## src/rtl/pipeline_pkg.sv

```systemverilog
// Shared types for the pipeline hazard unit: forwarding selects,
// stall FSM states and the shadow-entry bundle tracked per stage.
package pipeline_pkg;

  localparam int DEST_W = 8;

  localparam logic [1:0] FWD_REG   = 2'b00;
  localparam logic [1:0] FWD_EXMEM = 2'b10;
  localparam logic [1:0] FWD_MEMWB = 2'b01;

  localparam logic [DEST_W-1:0] REG_ZERO = '0;

  typedef enum logic {
    RUN,
    STALL
  } haz_state_e;

  typedef struct packed {
    logic              valid;
    logic [DEST_W-1:0] dest;
    logic              reg_write;
    logic              mem_read;
  } shadow_t;

endpackage

```

## src/rtl/pipeline_hazard_unit_match.sv

```systemverilog
// hazard_match: does one ID source register depend on one shadow entry.
// Register zero is never a producer.
module hazard_match
  import pipeline_pkg::*;
(
  input  logic              id_valid,
  input  logic              uses,
  input  logic [DEST_W-1:0] src,
  input  shadow_t           entry,
  output logic              hit
);

  logic unused_ld;

  assign unused_ld = entry.mem_read;

  assign hit = id_valid & uses
             & entry.valid & entry.reg_write
             & (entry.dest == src)
             & (entry.dest != REG_ZERO);

endmodule

```

## src/rtl/pipeline_hazard_unit.sv

```systemverilog
// Hazard/forwarding controller for the 5-stage pipeline.
// HAZ_PERF_CNT_EN adds saturating stall/flush event counters.
module pipeline_hazard_unit
  import pipeline_pkg::*;
#(
  parameter int REG_ADDR_W   = 5,
  parameter int LOAD_STALLS  = 1,
  parameter int BRANCH_STAGE = 3
) (
  input  logic                  clk,
  input  logic                  reset,
  input  logic                  id_valid,
  input  logic [REG_ADDR_W-1:0] id_rs,
  input  logic [REG_ADDR_W-1:0] id_rt,
  input  logic                  id_uses_rs,
  input  logic                  id_uses_rt,
  input  logic [REG_ADDR_W-1:0] id_dest,
  input  logic                  id_reg_write,
  input  logic                  id_mem_read,
  input  logic                  id_jump,
  input  logic                  branch_taken,
  output logic                  pc_hold,
  output logic                  if_id_hold,
  output logic                  flush_if_id,
  output logic                  flush_id_ex,
  output logic                  flush_ex_mem,
  output logic [1:0]            fwd_a,
  output logic [1:0]            fwd_b,
  output logic                  wb_bypass_a,
  output logic                  wb_bypass_b
`ifdef HAZ_PERF_CNT_EN
  ,
  output logic [31:0]           stall_count,
  output logic [31:0]           flush_count
`endif
);

  shadow_t ex_q, mem_q, wb_q, id_e;

  haz_state_e state_q, state_d;
  logic [1:0] cnt_q, cnt_d;
  logic [1:0] fwd_a_q, fwd_b_q;
  logic [1:0] fwd_a_d, fwd_b_d;

  logic [DEST_W-1:0] rs_w, rt_w;
  logic ex_rs, ex_rt, mem_rs, mem_rt;
  logic wb_rs, wb_rt;
  logic load_use, stall_raw, stall;

  assign rs_w = DEST_W'(id_rs);
  assign rt_w = DEST_W'(id_rt);

  hazard_match u_ex_rs (
    .id_valid (id_valid),
    .uses     (id_uses_rs),
    .src      (rs_w),
    .entry    (ex_q),
    .hit      (ex_rs)
  );

  hazard_match u_ex_rt (
    .id_valid (id_valid),
    .uses     (id_uses_rt),
    .src      (rt_w),
    .entry    (ex_q),
    .hit      (ex_rt)
  );

  hazard_match u_mem_rs (
    .id_valid (id_valid),
    .uses     (id_uses_rs),
    .src      (rs_w),
    .entry    (mem_q),
    .hit      (mem_rs)
  );

  hazard_match u_mem_rt (
    .id_valid (id_valid),
    .uses     (id_uses_rt),
    .src      (rt_w),
    .entry    (mem_q),
    .hit      (mem_rt)
  );

  hazard_match u_wb_rs (
    .id_valid (id_valid),
    .uses     (id_uses_rs),
    .src      (rs_w),
    .entry    (wb_q),
    .hit      (wb_rs)
  );

  hazard_match u_wb_rt (
    .id_valid (id_valid),
    .uses     (id_uses_rt),
    .src      (rt_w),
    .entry    (wb_q),
    .hit      (wb_rt)
  );

  assign load_use = ex_q.mem_read & (ex_rs | ex_rt);

  // cnt_q holds the stall cycles still owed after the detect cycle
  always_comb begin
    state_d   = state_q;
    cnt_d     = cnt_q;
    stall_raw = 1'b0;
    unique case (state_q)
      RUN: begin
        if (load_use) begin
          stall_raw = 1'b1;
          if (LOAD_STALLS > 1) begin
            state_d = STALL;
            cnt_d   = 2'(LOAD_STALLS - 1);
          end
        end
      end
      STALL: begin
        stall_raw = 1'b1;
        cnt_d     = cnt_q - 2'd1;
        if (cnt_q == 2'd1) state_d = RUN;
      end
      default: state_d = RUN;
    endcase
    if (branch_taken) begin
      state_d = RUN;
      cnt_d   = '0;
    end
  end

  assign stall = stall_raw & ~branch_taken;

  assign pc_hold      = stall;
  assign if_id_hold   = stall;
  assign flush_if_id  = branch_taken
                      | (id_jump & id_valid & ~stall);
  assign flush_id_ex  = branch_taken | stall;
  assign flush_ex_mem = branch_taken
                      & (BRANCH_STAGE == 3);

  assign wb_bypass_a = wb_rs;
  assign wb_bypass_b = wb_rt;
  assign fwd_a       = fwd_a_q;
  assign fwd_b       = fwd_b_q;

  always_comb begin
    fwd_a_d = ex_rs  ? FWD_EXMEM
            : mem_rs ? FWD_MEMWB : FWD_REG;
    fwd_b_d = ex_rt  ? FWD_EXMEM
            : mem_rt ? FWD_MEMWB : FWD_REG;
  end

  always_comb begin
    id_e.valid     = id_valid & ~flush_id_ex;
    id_e.dest      = DEST_W'(id_dest);
    id_e.reg_write = id_reg_write;
    id_e.mem_read  = id_mem_read;
  end

  always_ff @(posedge clk) begin
    if (!reset) begin
      ex_q    <= '0;
      mem_q   <= '0;
      wb_q    <= '0;
      state_q <= RUN;
      cnt_q   <= '0;
      fwd_a_q <= FWD_REG;
      fwd_b_q <= FWD_REG;
    end else begin
      ex_q    <= id_e;
      mem_q   <= flush_ex_mem ? '0 : ex_q;
      wb_q    <= mem_q;
      state_q <= state_d;
      cnt_q   <= cnt_d;
      // a killed ID slot enters EX as a bubble
      if (branch_taken) begin
        fwd_a_q <= FWD_REG;
        fwd_b_q <= FWD_REG;
      end else if (!stall) begin
        fwd_a_q <= fwd_a_d;
        fwd_b_q <= fwd_b_d;
      end
    end
  end

`ifdef HAZ_PERF_CNT_EN
  always_ff @(posedge clk) begin
    if (!reset) begin
      stall_count <= '0;
      flush_count <= '0;
    end else begin
      if (pc_hold && (stall_count != '1))
        stall_count <= stall_count + 32'd1;
      if (flush_if_id && (flush_count != '1))
        flush_count <= flush_count + 32'd1;
    end
  end
`endif

endmodule

```

## config.mk

```make
export PLATFORM = sky130hd
export DESIGN_NAME = pipeline_hazard_unit
export DESIGN_NICKNAME = d
export VERILOG_FILES = /design/src/rtl/pipeline_pkg.sv /design/src/rtl/pipeline_hazard_unit_match.sv /design/src/rtl/pipeline_hazard_unit.sv
export SDC_FILE = /design/constraint.sdc
export NUM_CORES = 1
export LEC_CHECK = 0
export BUFFER_PORTS_ARGS = -buffer_cell sky130_fd_sc_hd__buf_2
export CAP_MARGIN = 20
export CORE_MARGIN = 2
export CORE_UTILIZATION = 40
export DETAILED_ROUTE_END_ITERATION = 8
export PLACE_DENSITY = 0.67
export SLEW_MARGIN = 15
export SYNTH_ARGS = -nofsm -noshare
export SYNTH_HDL_FRONTEND = slang
export SYNTH_SLANG_ARGS = --single-unit
```

## constraint.sdc

```tcl
create_clock -name clk -period 3.4 [get_ports clk]
set_input_delay 0.17 -clock clk [delete_from_list [all_inputs] [get_ports clk]]
set_output_delay 0.17 -clock clk [all_outputs]
set_load 0.05 [all_outputs]
```

==> metrics.csv, run 1 <==
metric,value,unit
viasPerCell,4.94,
min-delay-start,id_dest[1],
clkLatencyLatePin,0.32,ns
dpl.hpwl,2410,um
clockRootBuffer,clkbuf_4,
fin_crit_sh,0.690,
postCtsSetupBuffers,0,
pin_count,35,
first_global_vias,1069,
ys_warn_count,0,
final_antenna_net_count,0,
met3_usage,0.0642,
fin_setup_tns,0,ns
cp_max_fo,6,
powerDensity,398,mW/mm2
cts_resized,0,
die_x,61.9,um
grt_antenna_before_repair,0,
clk_pin_slew,0.08,ns
port_buffers,34,
rsz0062_at_grt,false,
hold_path_class,in2reg,
stdcell_count,219,
start_util,0.408,
seqCellArea,581,um2
syn_nets,161,
drv_slew,0,
cp.arrival,2.17,ns
cp-end-kind,primary output,
grt_use_met1,0.185,
core-area,0.00328,mm2
grt_overflow,0,
drcViolationCount,0,
core.rowCount,21,
yosysUniqueCellTypes,32,
fmax,427,MHz
p_leak,0.636,nW
cts_max_level,2,
area.growth.synth_to_final,19.7,%
wl_per_cell,13.5,um
wirelength,2960,um
grt_pass1_wl,4690,um
yosysSeqAreaShare,0.433,
cts_tree,built,
worstMarginPinSlew,0.408,ns
syn_area,0.00134,mm2
busiest_layer,met2,
setup_viol,0,
routabilityCongestion,0.858,
maxSlewHeadroom,0.726,
grt_max_degree,17,
die_h,61.9,um
cts_max_path_buffers,2,
final_nets,198,
grtUsageTotal,0.173,
crit_chain,xnor2_1 -> nand4_1 -> nor3_1 -> or2_2 -> a31oi_2 -> a31o_1 -> buf_2,
mostFrequentLayoutCells,"34 x buf_2, 29 x dfxtp_1, 25 x xnor2_1",
dr.pass1.iters,4,
grt.met2_usage,0.304,
slowest_delay,0.43,ns
min_period,2.34,ns
r2r_cells,4,
crit_type,reg2out,
fin_skew,0.00665,ns
drt_iter0_markers,19,
multi_input_area,731,um2
final_common_cell,buf_2,
final-hold-violation-count,0,
dp_cells,212,
vias,1081,
syn-mean-instance-area,9.86,um2
outcome,finished clean,
fillers,320,
antenna_cells,0,
r2r_start,ex_q[4]$_SDFF_PN0_,
fp.dieArea,0.00383,mm2
whs_path_depth,2,
startpoint,ex_q[3]$_SDFF_PN0_,
clock_sinks,29,
ys_ff_latch,29,
critPathSlowestCell,dfxtp_1,
max_cap_viol_count,0,
numCtsBuffers,5,
setup.worst_path.start_class,flop,
hold_buffers,0,
drive_above_1_share,0.266,
cp.required,3.23,ns
ir_drop,0.225,mV
syn_inst,136,
## worst max-delay path: cells and delay by family, from the launching register on
| kind | cells | cell delay (ns) |
|---|---|---|
| DFF | 1 | 0.43 |
| AOI/OAI and AO/OA | 2 | 0.38 |
| and+or+nand+nor | 3 | 0.68 |
| xor gates and xnor gates | 1 | 0.17 |
| buffers and inverters | 1 | 0.20 |
## layout make-up
| cell class | instances | share of cell area |
|---|---|---|
| inverter | 1 | 0.00234 |
| multi-input combinational | 101 | 0.455 |
| tap | 46 | 0.0359 |
| sequential | 29 | 0.362 |
| timing repair buffer | 35 | 0.111 |
| clock buffer | 7 | 0.0343 |
## kinds of logic after synthesis
kind of cell / after synthesis / synth area share
AOI/OAI and AO/OA: 16 / 0.105
xor gates and xnor gates: 31 / 0.202
adders and majority gates: 1 / 0.00933
buffers and inverters: 6 / 0.0224
DFF: 29 / 0.433
muxes: 1 / 0.00746
and+or+nand+nor: 52 / 0.220
## Yosys cell counts, drive strengths merged
cell | n | area, um2
a2111o | 2 | 22.5
a21oi | 2 | 10.0
a311o | 1 | 10.0
a31o | 3 | 26.3
a31oi | 1 | 12.5
and2 | 21 | 131
and3 | 1 | 6.26
buf | 2 | 15.0
clkbuf | 3 | 11.3
dfxtp | 29 | 581
ha | 1 | 12.5
inv | 1 | 3.75
mux2i | 1 | 10.0
nand2 | 6 | 22.5
nand2b | 2 | 12.5
nand3 | 2 | 10.0
nand4 | 6 | 37.5
nor2 | 5 | 18.8
nor2b | 1 | 6.26
nor3 | 2 | 10.0
nor4 | 2 | 12.5
o2111ai | 1 | 8.76
o211ai | 1 | 7.51
o21ai | 2 | 10.0
o22ai | 2 | 12.5
o311a | 1 | 21.3
or2 | 1 | 6.26
or3 | 1 | 6.26
or4 | 2 | 15.0
xnor2 | 25 | 219
xor2 | 6 | 52.6
## per-stage QoR
| stage | util | hold WS (ns) | setup WS, ns | cell area, um2 | total power [mW] |
|---|---|---|---|---|---|
| after global routing | 0.489 | 0.0221 | 0.880 | 1610 | 0.676 |
| final | 0.489 | 0.0527 | 1.06 | 1610 | 0.639 |
| after detailed placement | 0.472 | 0.381 | 1.40 | 1550 | 0.443 |
| after global placement | 0.472 | 0.380 | 1.46 | 1550 | 0.441 |
| after floorplan | - | 0.297 | 1.04 | 1340 | 0.410 |
| after CTS | 0.489 | 0.0403 | 1.04 | 1610 | 0.648 |
## worst paths after layout
check | to | slack (ns)
setup / recovery | flush_if_id | 1.06
hold / removal | ex_q[3]$_SDFF_PN0_ | 0.05
setup reg to reg | fwd_a[0]$_SDFFE_PP0N_ | 1.68
hold reg to reg | fwd_a[0]$_SDFFE_PP0N_ | 0.48
## metal layers
| layer | vias up | wire length (um) |
|---|---|---|
| met5 | - | 0 |
| met3 | 7 | 120 |
| met2 | 27 | 1510 |
| li1 | 541 | - |
| met1 | 506 | 1270 |
| met4 | 0 | 61 |
## sequential cells by signal, indices dropped and copies added (netlist names)
signal	cells
wb_q	7
fwd_a	2
mem_q	7
state_q	1
fwd_b	2
ex_q	8
cnt_q	2
## power by group
group / total, mW / switching, mW / internal (mW) / leakage (nW)
Combinational: 0.0773 / 0.0402 / 0.0371 / 0.368
Sequential: 0.358 / 0.00976 / 0.348 / 0.236
Clock: 0.204 / 0.107 / 0.0974 / 0.0314
Total: 0.639 / 0.157 / 0.482 / 0.636
Note: power is estimated with default switching activity, not from simulation.
==> run 2: changes to the inputs <==
==> constraint.sdc (replaced) <==
create_clock -name clk -period 2.2 [get_ports clk]
set_input_delay 0.11 -clock clk [delete_from_list [all_inputs] [get_ports clk]]
set_output_delay 0.11 -clock clk [all_outputs]
set_load 0.05 [all_outputs]
==> metrics.csv, run 2 (same netlist as run 1, synthesis figures left out) <==
metric,value,unit
mostFrequentLayoutCells,"30 x buf_2, 28 x dfxtp_1, 25 x xnor2_1",
p_leak,0.677,nW
powerDensity,575,mW/mm2
cp_max_fo,5,
routabilityCongestion,0.864,
worstMarginPinSlew,0.327,ns
min_period,2.14,ns
drcViolationCount,0,
core.rowCount,21,
drv_slew,0,
max_cap_viol_count,0,
final-hold-violation-count,1,
drt_iter0_markers,34,
reg_top3,"ex_q (8), mem_q (7), wb_q (7)",
pin_count,35,
combPwrFrac,0.133,
ir_drop,0.294,mV
grt_max_degree,17,
whs,-0.00348,ns
setup_viol,0,
antenna_cells,0,
final_common_cell,buf_2,
dr_wl_met3,128,um
critPathSlowestCell,dfxtp_1,
final_nets,207,
intPower,0.725,mW
fp.dieArea,0.00383,mm2
clockRootBuffer,clkbuf_4,
drive_above_1_share,0.290,
dpl.hpwl,2340,um
die_h,61.9,um
rsz0062_at_grt,false,
cp.arrival,2.03,ns
fmax,468,MHz
crit_type,reg2out,
setup.worst_path.start_class,flop,
top_layer,met4,
clk_pin_slew,0.08,ns
cts_max_path_buffers,2,
failed_checks,hold timing,
wl_met2,1520,um
setup_slack,0.0627,ns
port_buffers,34,
crit_chain,xnor2_1 -> nand4_1 -> nor3_1 -> or2_2 -> a31oi_2 -> buf_4 -> nor2_2 -> clkbuf_4,
start_util,0.408,
final_antenna_net_count,0,
grt_overflow,0,
vias,1133,
switching_share,0.260,
wl_per_cell,13.0,um
cts_tree,built,
p_clk_frac,0.303,
largest_reg_flops,8,
first_global_vias,1012,
place_ws,0.393,ns
maxSlewHeadroom,0.782,
core-area,0.00328,mm2
critical-path-top-delay-family,simple AND/OR/NAND/NOR gates,
grt_antenna_before_repair,0,
outcome,finished with violations,
viasPerCell,4.95,
largest-register,ex_q,
dr.pass1.iters,5,
area.growth.synth_to_final,27.0,%
cts_max_level,2,
grt_pass1_wl,4530,um
seqPwrFrac,0.565,
die_x,61.9,um
met1_length,1280,um
fin_crit_sh,0.971,
fin_skew,0.00944,ns
final_util,0.518,
slowest_delay,0.44,ns
grtUsageTotal,0.162,
hold_path_class,in2reg,
numCtsBuffers,5,
crit_buf_inv,2,
clkLatencyLatePin,0.33,ns
clock_sinks,29,
cp-end-kind,primary output,
postCtsSetupBuffers,0,
switching_power,0.254,mW
cp.required,2.09,ns
wirelength,2990,um
[run 2: changes by cell type in the layout (fill, tap and decap cells not counted), moves of 2 or more]
cell,previous run,this run
buf_2,34,30
buf_4,1,5
clkbuf_4,5,8
clkinv_2,0,2
dlygate4sd3_1,0,6
[run 2: path summary, 6_finish.rpt]
| check | startpoint | to | slack [ns] | cells past startpoint |
|---|---|---|---|---|
| worst min-delay path | id_dest[2] | ex_q[4]$_SDFF_PN0_ | -0.003 | 2 |
| worst max register to register | ex_q[4]$_SDFF_PN0_ | fwd_b[0]$_SDFFE_PP0N_ | 0.51 | 4 |
| worst max-delay path | ex_q[3]$_SDFF_PN0_ | if_id_hold | 0.06 | 8 |
| worst min register to register | mem_q[10]$_SDFF_PP0_ | wb_q[10]$_SDFF_PN0_ | 0.47 | 1 |
[run 2: power by group through the flow]
stage | clock network [mW] | logic [mW] | registers (mW)
CTS | 0.302 | 0.128 | 0.552
global placement | 0 | 0.118 | 0.564
floorplan | 0 | 0.0733 | 0.561
detailed placement | 0 | 0.119 | 0.565
finish | 0.296 | 0.130 | 0.553
global route | 0.324 | 0.141 | 0.555
[run 2: routing by layer]
layer | track usage | up-vias
li1 | - | 562
met1 | 0.199 | 530
met2 | 0.269 | 30
met3 | 0.0331 | 11
met4 | 0.0821 | 0
met5 | 0 | -
[run 2: cell type report]
| type | count | area [um2] |
|---|---|---|
| inverters | 1 | 3.75 |
| clock inverters | 2 | 10.0 |
| repair buffers | 44 | 270 |
| fillers | 314 | 1580 |
| well taps | 46 | 57.6 |
| multi-input cells | 101 | 738 |
| flip-flops and latches | 29 | 582 |
| clock buffers | 6 | 41.3 |
[run 2: what timing repair did]
action,4_1_cts,5_1_grt
endpoints found under the hold margin,6,0
setup endpoints to repair,0,4
gates resized for setup,0,7
hold buffers,6,0
[run 2: per-stage QoR]
stage	instance area (um2)	std cells	TNS [ns]	total power, mW	hold slack [ns]
2_1_floorplan	1340	136	-0.0236	0.634	0.237
3_3_place_gp	1580	215	0	0.682	0.319
3_5_place_dp	1580	215	0	0.684	0.319
4_1_cts	1690	229	0	0.983	0.00333
5_1_grt	1700	229	0	1.02	0.0114
6_report	1700	229	0	0.979	-0.00348
